**src/rtl/uart_pkg.sv**
```systemverilog
// UART receiver shared types: FSM states, parity selectors, defaults.
// Macro UART_RX_SYNC_EN (see uart_rx_frame) adds an RX_IN synchronizer.
package uart_pkg;

   localparam int DATA_WIDTH_DEF = 8;
   localparam int OVERSAMPLE_DEF = 8;

   localparam logic PAR_EVEN = 1'b0;
   localparam logic PAR_ODD  = 1'b1;

   typedef enum logic [2:0] {
      IDLE,
      START,
      DATA,
      PARITY,
      STOP
   } state_t;

   function automatic logic maj3(
      input logic a,
      input logic b,
      input logic c
   );
      return (a & b) | (a & c) | (b & c);
   endfunction

endpackage

```
**src/rtl/uart_rx_bit_timer.sv**
```systemverilog
// Bit timer: edge/bit counters and 3-sample mid-bit majority vote.
// Ports: i_clk, i_rst_n, i_en (frame active), i_rx -> o_bit_cnt,
// o_sample, o_sample_done (edge = OS/2+1), o_bit_done (edge wrap).
module uart_rx_bit_timer
   import uart_pkg::*;
#(
   parameter int OVERSAMPLE = OVERSAMPLE_DEF,
   parameter int BIT_CNT_W  = 4
) (
   input  logic                 i_clk,
   input  logic                 i_rst_n,
   input  logic                 i_en,
   input  logic                 i_rx,
   output logic [BIT_CNT_W-1:0] o_bit_cnt,
   output logic                 o_sample,
   output logic                 o_sample_done,
   output logic                 o_bit_done
);

   localparam int EW = $clog2(OVERSAMPLE);

   localparam logic [EW-1:0] E_S0   = EW'(OVERSAMPLE / 2 - 1);
   localparam logic [EW-1:0] E_S1   = EW'(OVERSAMPLE / 2);
   localparam logic [EW-1:0] E_S2   = EW'(OVERSAMPLE / 2 + 1);
   localparam logic [EW-1:0] E_LAST = EW'(OVERSAMPLE - 1);

   logic [EW-1:0]        r_edge_cnt;
   logic [BIT_CNT_W-1:0] r_bit_cnt;
   logic                 r_s0;
   logic                 r_s1;

   // Counters sit at zero while idle, so a start edge begins at edge 0.
   always_ff @(posedge i_clk or negedge i_rst_n) begin
      if (!i_rst_n) begin
         r_edge_cnt <= '0;
         r_bit_cnt  <= '0;
         r_s0       <= 1'b1;
         r_s1       <= 1'b1;
      end else if (!i_en) begin
         r_edge_cnt <= '0;
         r_bit_cnt  <= '0;
      end else begin
         if (r_edge_cnt == E_LAST) begin
            r_edge_cnt <= '0;
            r_bit_cnt  <= r_bit_cnt + 1'b1;
         end else begin
            r_edge_cnt <= r_edge_cnt + 1'b1;
         end
         if (r_edge_cnt == E_S0) r_s0 <= i_rx;
         if (r_edge_cnt == E_S1) r_s1 <= i_rx;
      end
   end

   // Third sample is the live line; the FSM registers the vote.
   assign o_sample      = maj3(r_s0, r_s1, i_rx);
   assign o_sample_done = i_en && (r_edge_cnt == E_S2);
   assign o_bit_done    = i_en && (r_edge_cnt == E_LAST);
   assign o_bit_cnt     = r_bit_cnt;

endmodule

```
**src/rtl/uart_rx_frame.sv**
```systemverilog
// UART receiver: start, DATA_WIDTH bits LSB first, opt parity, 1 stop.
// Ports: CLK, RST (async low), RX_IN, PAR_EN, PAR_TYP -> P_DATA,
// DATA_VALID, PAR_ERR, STP_ERR. Macro UART_RX_SYNC_EN: 2-flop RX sync.
module uart_rx_frame
   import uart_pkg::*;
#(
   parameter int DATA_WIDTH = DATA_WIDTH_DEF,
   parameter int OVERSAMPLE = OVERSAMPLE_DEF
) (
   input  logic                  CLK,
   input  logic                  RST,
   input  logic                  RX_IN,
   input  logic                  PAR_EN,
   input  logic                  PAR_TYP,
   output logic [DATA_WIDTH-1:0] P_DATA,
   output logic                  DATA_VALID,
   output logic                  PAR_ERR,
   output logic                  STP_ERR
);

   localparam int BCW = $clog2(DATA_WIDTH + 3);
   localparam logic [BCW-1:0] LAST_BIT = BCW'(DATA_WIDTH);

   logic w_rx;

`ifdef UART_RX_SYNC_EN
   logic [1:0] r_rx_sync;

   always_ff @(posedge CLK or negedge RST) begin
      if (!RST) r_rx_sync <= 2'b11;
      else      r_rx_sync <= {r_rx_sync[0], RX_IN};
   end

   assign w_rx = r_rx_sync[1];
`else
   assign w_rx = RX_IN;
`endif

   state_t                r_state;
   logic                  r_par_en;
   logic                  r_par_typ;
   logic                  r_par_fail;
   logic [DATA_WIDTH-1:0] r_shift;

   logic           w_en;
   logic [BCW-1:0] w_bit_cnt;
   logic           w_sample;
   logic           w_sample_done;
   logic           w_bit_done;
   logic           w_exp_par;

   assign w_en      = (r_state != IDLE);
   assign w_exp_par = (^r_shift) ^ (r_par_typ == PAR_ODD);

   uart_rx_bit_timer #(
      .OVERSAMPLE (OVERSAMPLE),
      .BIT_CNT_W  (BCW)
   ) u_timer (
      .i_clk         (CLK),
      .i_rst_n       (RST),
      .i_en          (w_en),
      .i_rx          (w_rx),
      .o_bit_cnt     (w_bit_cnt),
      .o_sample      (w_sample),
      .o_sample_done (w_sample_done),
      .o_bit_done    (w_bit_done)
   );

   always_ff @(posedge CLK or negedge RST) begin
      if (!RST) begin
         r_state    <= IDLE;
         r_par_en   <= 1'b0;
         r_par_typ  <= PAR_EVEN;
         r_par_fail <= 1'b0;
         r_shift    <= '0;
         P_DATA     <= '0;
         DATA_VALID <= 1'b0;
         PAR_ERR    <= 1'b0;
         STP_ERR    <= 1'b0;
      end else begin
         DATA_VALID <= 1'b0;
         PAR_ERR    <= 1'b0;
         STP_ERR    <= 1'b0;
         unique case (r_state)
            IDLE: begin
               if (!w_rx) begin
                  r_state    <= START;
                  r_par_en   <= PAR_EN;
                  r_par_typ  <= PAR_TYP;
                  r_par_fail <= 1'b0;
               end
            end
            START: begin
               // A start that votes high at mid-bit was a glitch.
               if (w_sample_done && w_sample)
                  r_state <= IDLE;
               else if (w_bit_done)
                  r_state <= DATA;
            end
            DATA: begin
               if (w_sample_done)
                  r_shift <= {w_sample, r_shift[DATA_WIDTH-1:1]};
               if (w_bit_done && (w_bit_cnt == LAST_BIT))
                  r_state <= r_par_en ? PARITY : STOP;
            end
            PARITY: begin
               if (w_sample_done && (w_sample != w_exp_par))
                  r_par_fail <= 1'b1;
               if (w_bit_done)
                  r_state <= STOP;
            end
            STOP: begin
               // Decide at mid-stop so a following start is not missed.
               if (w_sample_done) begin
                  r_state <= IDLE;
                  STP_ERR <= !w_sample;
                  PAR_ERR <= r_par_fail;
                  if (w_sample && !r_par_fail) begin
                     P_DATA     <= r_shift;
                     DATA_VALID <= 1'b1;
                  end
               end
            end
            default: r_state <= IDLE;
         endcase
      end
   end

endmodule

```
**config.mk**
```make
export PLATFORM = sky130hd
export DESIGN_NAME = uart_rx_frame
export DESIGN_NICKNAME = d
export VERILOG_FILES = /design/src/rtl/uart_pkg.sv /design/src/rtl/uart_rx_bit_timer.sv /design/src/rtl/uart_rx_frame.sv
export SDC_FILE = /design/constraint.sdc
export NUM_CORES = 1
export LEC_CHECK = 0
export CAP_MARGIN = 15
export CORE_UTILIZATION = 45
export CTS_BUF_LIST = sky130_fd_sc_hd__clkbuf_8
export DETAILED_ROUTE_END_ITERATION = 10
export GPL_ROUTABILITY_DRIVEN = 0
export PLACE_DENSITY = 0.67
export REMOVE_ABC_BUFFERS = 1
export SYNTH_ARGS = -nofsm -noshare
export SYNTH_HDL_FRONTEND = slang
export SYNTH_HIERARCHICAL = 1
export SYNTH_SLANG_ARGS = --single-unit
export TNS_END_PERCENT = 5
```
**constraint.sdc**
```tcl
create_clock -name CLK -period 2.05 [get_ports CLK]
set_input_delay 0.3075 -clock CLK [delete_from_list [all_inputs] [get_ports CLK]]
set_output_delay 0.3075 -clock CLK [all_outputs]
set_load 0.005 [all_outputs]
```
# [Word level (Yosys, flattened, before mapping)]
# Cells that the tools add are included.
[totals] ff_bits=34 latchBits=0 mem_bits_rw=0 romBits=0 in_bits=5 output_inout_bits=11 elab_cells=80 n_memories=0
[classes] add_sub_neg=2 multipliers=0 n_div=0 order_cmp=0 eq_ne=17 n_shift=0 mux=22 n_bitwise=7 n_reduce_logical=19
[ops] op="3-bit 2-to-1 mux" count=9
[ops] op="3-bit one-hot mux with 5 select lines" count=1
[ops] op="3-bit == test (second input constant)" count=4
[ops] op="2-bit != test (second input constant)" count=6
[ops] op="3-bit by 2-bit == test with 1-bit output (second input constant)" count=3
[ops] op="1-bit 2-to-1 mux" count=9
[ops] op="4-bit 2-to-1 mux" count=2
[ops] op="2-bit AND reduction" count=4
[ops] op="8-bit XOR reduction" count=1
[ops] op="1-bit logical AND" count=6
[ops] op="3-bit AND reduction" count=2
[ops] op="5-bit AND reduction" count=1
[ops] op="4-bit by 1-bit adder with 4-bit output (second input constant)" count=1
[ops] op="4-bit == test (second input constant)" count=1
[ops] op="3-bit by 1-bit adder with 3-bit output (second input constant)" count=1
[ops] op="1-bit AND" count=3
[ops] op="3-bit by 1-bit == test with 1-bit output (second input constant)" count=1
[ops] op="3-bit logical NOT" count=1
[ops] op="3-bit != test (second input constant)" count=1
[ops] op="3-bit nonzero test" count=1
[ops] op="1-bit logical NOT" count=2
[ops] op="1-bit bitwise OR" count=2
[ops] op="1-bit one-hot mux with 2 select lines" count=1
[ops] op="2-bit nonzero test" count=1
[ops] op="other kinds (3)" count=3

# [Depth between registers and ports, before layout]
# Gate-level depths: netlist of the first run.
[depth] ltp_word=7 mapped_depth=7 mapped_depth_nobuf=7

# [Hierarchy]
# The synthesis of the first run kept the hierarchy.
[by_module_without_submodules] mod="uart_rx_frame" n_inst=1 cells_per_inst=88 area_per_inst_um2=1152.4 seq_area_each_um2=625.6
[by_module_without_submodules] mod="uart_rx_bit_timer" n_inst=1 cells_per_inst=41 area_per_inst_um2=483.0 seq_area_each_um2=227.7

# [Worst setup path after synthesis of the first run]
# Ideal clock, no wire load.
[synth_path] kind="register -> register" start="register r_state[1]" end="register P_DATA[0]" setup_ns=0.125 arrival_time_ns=1.748 required_time_ns=1.925 path_slack_ns=0.178 path_stages_with_launch=8 path_buffers=1 synth_period_minus_slack_ns=1.872 cell_sequence="dfrtp_1 > buf_4 > or3_4 > and3_2 > nand2_1 > nor3_2 > nand3b_4 > mux2_2"
[synth_via] elab_chain_len=3 elab_cells_between_ends=4 cone_classes="eq/ne: 1; reduce/logical: 3"
[synth_rtl] item="start: declaration" line_no="uart_rx_frame.sv:39" rtl="state_t r_state;"
[synth_rtl] item="start signal: assignment" line_no="uart_rx_frame.sv:104" rtl="r_state <= r_par_en ? PARITY : STOP;"
[synth_rtl] item="3-bit nonzero test" line_no="uart_rx_frame.sv:52" rtl="assign w_en = (r_state != IDLE);"
[synth_rtl] item="via w_en" line_no="uart_rx_frame.sv:45" rtl="logic w_en;"
[synth_rtl] item="1-bit logical AND" line_no="uart_rx_bit_timer.sv:56" rtl="assign o_sample_done = i_en && (r_edge_cnt == E_S2);"
[synth_rtl] item="via w_sample_done" line_no="uart_rx_frame.sv:48" rtl="logic w_sample_done;"
[synth_rtl] item="3-bit AND reduction (no source line)"
[synth_rtl] item="end signal: assignment" line_no="uart_rx_frame.sv:119" rtl="P_DATA <= r_shift;"
[synth_rtl] item="end: declaration" line_no="uart_rx_frame.sv:15" rtl="output logic [DATA_WIDTH-1:0] P_DATA,"
# The timed path passes the listed nets, and every way through them passes these cells.
# A chain may end at the register's enable or synchronous reset.

# [Worst setup path in the final report of the first run]
[layout_path] start="register r_state[2]" end="register P_DATA[4]"
# The elaborated chain is that of the path after synthesis.

==> results of run 1 <==
==> registers in the layout, summed over array words and instances (netlist names) <==
signal / flops
r_par_fail: 1
DATA_VALID: 1
r_state: 3
u_timer/r_s1: 1
r_par_en: 1
PAR_ERR: 1
P_DATA: 8
u_timer/o_bit_cnt: 4
r_par_typ: 1
u_timer/r_edge_cnt: 3
u_timer/r_s0: 1
r_shift: 8
STP_ERR: 1
==> cells in the mapped netlist (all sizes together) (2+ instances only) <==
| cell | count |
|---|---|
| inv | 7 |
| nor2 | 6 |
| ha | 6 |
| dfrtp | 32 |
| and2 | 2 |
| nand2 | 10 |
| buf | 3 |
| a21oi | 4 |
| mux2i | 2 |
| o21ai | 2 |
| nor3b | 2 |
| o211ai | 2 |
| mux2 | 18 |
| nor3 | 5 |
| dfstp | 2 |
| nand3b | 2 |
| nand2b | 2 |
| xnor2 | 7 |
==> per-stage QoR <==
step           total power, mW  area [um2]  hold WS (ns)  instances
2_1_floorplan             1.36        1620        0.0119        126
3_3_place_gp              1.52        1890         0.487        195
3_5_place_dp              1.56        1890         0.495        195
4_1_cts                   2.32        2030         0.446        203
5_1_grt                   2.45        2030         0.479        203
6_report                  2.30        2030         0.437        203
==> final timing paths <==
path / start / end / cells after the start
worst min-delay path: RST / DATA_VALID$_DFF_PN0_ / 2
worst min register to register: r_par_fail$_DFFE_PN0P_ / r_par_fail$_DFFE_PN0P_ / 2
min in group CLK: r_par_fail$_DFFE_PN0P_ / r_par_fail$_DFFE_PN0P_ / 2
worst max-delay path: r_state[2]$_DFFE_PN0P_ / P_DATA[4]$_DFFE_PN0P_ / 6
max in group asynchronous: RST / u_timer/r_s1$_DFFE_PN1P_ / 2
worst max register to register: r_state[2]$_DFFE_PN0P_ / P_DATA[4]$_DFFE_PN0P_ / 6
==> area by class of cell <==
cell class,instances,area [um2],share of cell area
flip-flops and latches,34,853,0.421
multi-input cells,85,738,0.364
repair buffers,23,210,0.104
clock buffers,6,82.6,0.0407
clock inverters,2,60.1,0.0296
well taps,46,57.6,0.0284
inverters,7,26.3,0.0130
==> worst max-delay path, delay by kind of cell (launching register included) <==
family | cells | cell delay, ns
mux | 1 | 0.35
simple gates | 5 | 0.95
flops | 1 | 0.38
==> power by group <==
part / switching, mW / internal, mW / total, mW
combinational: 0.323 / 0.326 / 0.649
clock: 0.237 / 0.518 / 0.756
sequential: 0.0953 / 0.805 / 0.900
total: 0.655 / 1.65 / 2.30
==> routing by layer <==
layer | track usage | part of all wire | wire, um | vias to the layer above
met2 | 0.251 | 0.47 | 1270 | 16
met4 | 0.0872 | 0.022 | 60 | 0
met3 | 0.0460 | 0.035 | 94 | 4
met5 | 0 | 0 | 0 | -
li1 | - | - | - | 502
met1 | 0.218 | 0.47 | 1270 | 500
==> cell families after synthesis <==
logic type      Yosys count  share of synthesized area
compound gates           11                     0.0436
flops                    34                      0.522
mux                      20                      0.141
simple gates             38                      0.154
xor+xnor                  9                     0.0612
buf+inv                  10                     0.0268
fa+ha+maj                 7                     0.0520
==> flow_summary.yaml, run 1 <==
worst_setup_path:
  slowest_delay_ns: 0.39
  crit_arrival_ns: 1.96
  cpMaxStageDelayCell: "or3_4"
  startpoint_type: "flip-flop"
  crit_fanout: 9
  critical_path.cell_chain: "or3_4, and3_2, nand2_1, nor3_2, nand3b_4, mux2_2"
  reg2reg_slack_ns: 0.26
  endpoint_kind: "flip-flop"
  required_ns: 2.22
  critical_path_class: "flip-flop to flip-flop"
routing:
  ant_nets: 0
  wl_per_cell_um: 13.3
  drc_errors: 0
  viasPerCell: 5.03
  routed_wl_mm: 2.70
  via_count: 1022
  initialDrtViolationCount: 28
  dr.pass1.iters: 4
finish:
  area_delta_synth_final_pct: 24.0
  postLayoutCoreUtil: 0.594
  layout-drive-gt1-share: 0.306
  final_nets: 167
  layout_commonest_cell: "dfrtp_1"
  n_antenna_cell: 0
  final_cell_mix: "dfrtp_1, mux2_2, clkdlybuf4s50_1"
  fillers: 293
synthesis:
  ys.flop_type: "dfrtp_1"
  synth_seq_cells: 34
  seq_area_frac_synth: 0.522
  yosys.cell_types.count: 40
  synth_edf_count: 0
  synth_cells: 129
  synthArstFlopShare: 1.00
  synth_area_mm2: 0.00164
  synth.avg_cell_area_um2: 12.7
  synth_top_area_frac: 0.490
  synth_top_cell_by_area: "dfrtp_1"
  synthTopCellsByArea: "dfrtp_1, mux2_2, ha_1, dfstp_2, xnor2_1"
  yosys_warnings: 6
clock_network:
  htreeDepth: 2
  cts_resized: 0
  cts_tree: "yes"
  post-cts-setup-buffers: 0
  cts_made_buffers: 5
  clk_path_buf_depth: 2
  clock-sinks: 34
  insertion_delay_ns: 0.28
  clk_root_buffer_cell: "clkbuf_8"
  clkTransAtPathRegs_ns: 0.07
  ctsHoldBuffers: 0
timing:
  rsz0062_at_grt: "false"
  final-hold-violation-count: 0
  finalSetupTns_ns: 0
  post-route-period-util: 0.875
  worst_pin_slew_ns: 0.491
  finalCriticalPeriod_ns: 1.79
  slew_violations: 0
  relSlewSlack: 0.668
  finalWorstSetupSlack_ns: 0.256
  fmax_ghz: 0.557
  fin_worst_skew_ns: 0.00409
  setup_viol: 0
flow_run:
  max_cap_viol_count: 0
die:
  die_h_um: 62.3
  dieArea_mm2: 0.00388
  rows: 21
  initial_core_util: 0.479
  io_pins: 16
  die_x_um: 62.3
  core_mm2: 0.00342
power_and_ir_drop:
  powerDensity_mw_per_mm2: 1140
  vdd_drop_max_uv: 553
  leakagePower_nw: 0.993
grt:
  grt-ovfl-total: 0
  first_global_vias: 1055
  antenna_found_initial: 0
  grt_max_degree: 35
  grt_first_pass_wirelength_mm: 4.91
  grt_usage: 0.166
place:
  dp_slack_ns: 0.103
  place_hpwl_mm: 1.95
  port_buffers: 15
hold_path:
  hold_path_class: "input pin to async pin"
outcome:
  status: "completed"
No activity file was read; power rests on OpenSTA's default activity.
==> run 2: changes to the inputs <==
==> constraint.sdc (replaced) <==
create_clock -name CLK -period 2 [get_ports CLK]
set_input_delay 0.3 -clock CLK [delete_from_list [all_inputs] [get_ports CLK]]
set_output_delay 0.3 -clock CLK [all_outputs]
set_load 0.005 [all_outputs]
==> results of run 2 <==
Same layout as run 1 (identical final DEF). Status: completed.
Main changes from that run: setup slack after placement 0.103 ns -> 0.0609 ns; setup slack after layout 0.256 ns -> 0.206 ns; hold slack 0.437 ns -> 0.429 ns; register-to-register setup slack 0.26 ns -> 0.21 ns; total power 2.30 mW -> 2.36 mW; worst IR drop on VDD 553 uV -> 567 uV
==> edit: new RTL, settings of run 1 <==
`OVERSAMPLE_DEF`: 8 -> 16.
--- a/src/rtl/uart_pkg.sv
+++ b/src/rtl/uart_pkg.sv
@@ -5,3 +5,3 @@
    localparam int DATA_WIDTH_DEF = 8;
-   localparam int OVERSAMPLE_DEF = 8;
+   localparam int OVERSAMPLE_DEF = 16;
 
Function: same outputs for any inputs over 10 cycles, from zero or initial values and one cycle with RST low; that may be too few to reach the edited logic, so the function may still have changed.
==> edit against run 1 <==
Sequential cell count is 1 higher. Critical path type unchanged. Critical path depth is 1 lower. Highest routed layer unchanged. Critical endpoint is now r_shift[6]$_DFFE_PN0P_. Sequential power is 1% higher. Total power is 7.4% lower. Wire length is 0.93% higher. Clock power is 19% lower. Cell area is 0.25% lower. Synthesized area is 1.2% higher. Worst setup slack worse by 0.13 ns. Via count is 6.3% higher.
==> edit: results (changes against run 1) <==
Final Skew: 0.00187 ns (-0.00222 ns)
Total power: 2.13 mW (-7.4%)
Starting DRC count in detailed routing: 72 (+160%)
Reg2reg path depth: 5 (-1)
Clk root buf: clkbuf_8
Clk buf depth: 2 (unchanged)
Worst Path Max Fanout: 8 (-1)
Ant. Diodes: 0 (unchanged)
RR Endpoint: r_shift[6]$_DFFE_PN0P_
Synth unique cells: 40 (unchanged)
Top_reg_cell synth: dfrtp_1
Routed wl met2: 1280 um (+0.39%)
Transition time of the tightest slew-check pin: 0.433 ns (-0.0583 ns)
Hold WC Path Type: in2async
Warnings from Yosys: 6 (unchanged)
Async set-reset flop share out of synthesis: 100% (unchanged)
Mean routed wirelength per cell: 13.0 um (-2.0%)
Number of global-route vias before repair: 1121 (+6.3%)
Setup bufs post-CTS: 0 (unchanged)
Post-DP HPWL: 1980 um (+1.8%)
Crit-path slowest cell: nor3b_4
Initial antenna violation count: 0 (unchanged)
Met1 usage: 20.7% (-1.1 points)
Biggest regs: P_DATA: 8 flops, r_shift: 8 flops
Clk pin slew, worst setup/hold paths: 0.07 ns (about the same)
Grt met3 use: 5.66% (+1.1 points)
P_seq: 909 uW (+1%)
Final setup viols: 0 (unchanged)
Commonest cells in the netlist: 33 x dfrtp_1, 18 x mux2_2, 8 x nand2_1, 8 x nor2_1, 7 x inv_1
DRT Pass-1 Iters: 4 (unchanged)
Final hold slack: 0.424 ns (-0.0125 ns)
CP peak stage delay: 0.45 ns (+0.06 ns)
# port buffers: 15 (unchanged)
Number of nets in the layout: 171 (+2.4%)
Internal power: 1.47 mW (-11%)
Pin count of the biggest net entering global routing: 36 (+2.9%)
Post-CTS sizing: 0 (unchanged)
VDD IR-drop max: 0.000518 V (-6.4%)
Global-route wire length before repair: 4960 um (+1.1%)
H-tree levels: 2 (unchanged)
Clock power share: 28.6% (-4.2 points)
Routed wl met3: 80 um (-15%)
Placed standard-cell area: 1910 um2 (+1.3%)
Status: finished clean
Top cells by area, synth: dfrtp_1 50%, mux2_2 12%, dfstp_2 3.2%, xnor2_1 3.2%, ha_1 3.0%
Top Metal Used: met4
Total GRT Usage: 16.5% (-0.19 points)
M1 wire length: 1330 um (+4.6%)
DR vias/cell: 5.20 (+3.2%)
Leakage: 0.977 nW (-1.7%)
R2r startpoint: u_timer/r_edge_cnt[1]$_DFF_PN0_
Register-to-register setup slack: 0.13 ns (-0.13 ns)
Clock latency on the worst-skew pair: 0.29 ns
Fraction of layout cells with a size suffix above 1: 28.2% (-2.4 points)
CTS Buf Count: 5 (unchanged)
Met2 Use GR: 26.1% (+0.95 points)
Seq/Total Area, Yosys: 53.1% (+0.88 points)
[edit: through the flow]
stage / instances / worst slack (ns)
2_1_floorplan: 132 / 0.173
3_3_place_gp: 201 / 0.114
3_5_place_dp: 201 / 0.0815
4_1_cts: 209 / 0.139
5_1_grt: 209 / 0.00338
6_report: 209 / 0.130
[edit: kinds of logic after synthesis]
group	Yosys count	share of synthesized area, %
AO/OA/AOI/OAI	14	4.91
adder cells (fa/ha/maj)	5	3.63
flip-flops	35	53.1
multiplexers	19	12.8
XOR/XNOR	11	7.11
buffers and inverters	9	2.34
AND/OR/NAND/NOR	41	16.1
[edit: how the worst max path moves through the flow]
stage                                                from                      to  slack, ns  depth (start not counted)
after floorplan                    r_state[1]$_DFFE_PN0P_   P_DATA[0]$_DFFE_PN0P_       0.17                          6
after global placement                              RX_IN   P_DATA[0]$_DFFE_PN0P_       0.11                          5
after detailed placement                            RX_IN   P_DATA[2]$_DFFE_PN0P_       0.08                          5
after CTS                 u_timer/r_edge_cnt[1]$_DFF_PN0_  r_shift[6]$_DFFE_PN0P_       0.14                          5
after global routing      u_timer/r_edge_cnt[1]$_DFF_PN0_   P_DATA[2]$_DFFE_PN0P_      0.003                          7
final                     u_timer/r_edge_cnt[1]$_DFF_PN0_  r_shift[6]$_DFFE_PN0P_       0.13                          5
[edit: area by class of cell]
cell class	count	area, um2
fill	304	1420
sequential	35	878
multi-input combinational	90	738
timing repair buffer	23	210
clock buffer	5	68.8
tap	46	57.6
clock inverter	3	43.8
inverter	7	26.3
[edit: critical path, delay by kind of cell, from the launching register on]
family | cells | cell delay [ns]
fa+ha+maj | 1 | 0.14
simple gates | 2 | 0.77
buf+inv | 1 | 0.09
flops | 1 | 0.41
mux | 1 | 0.39
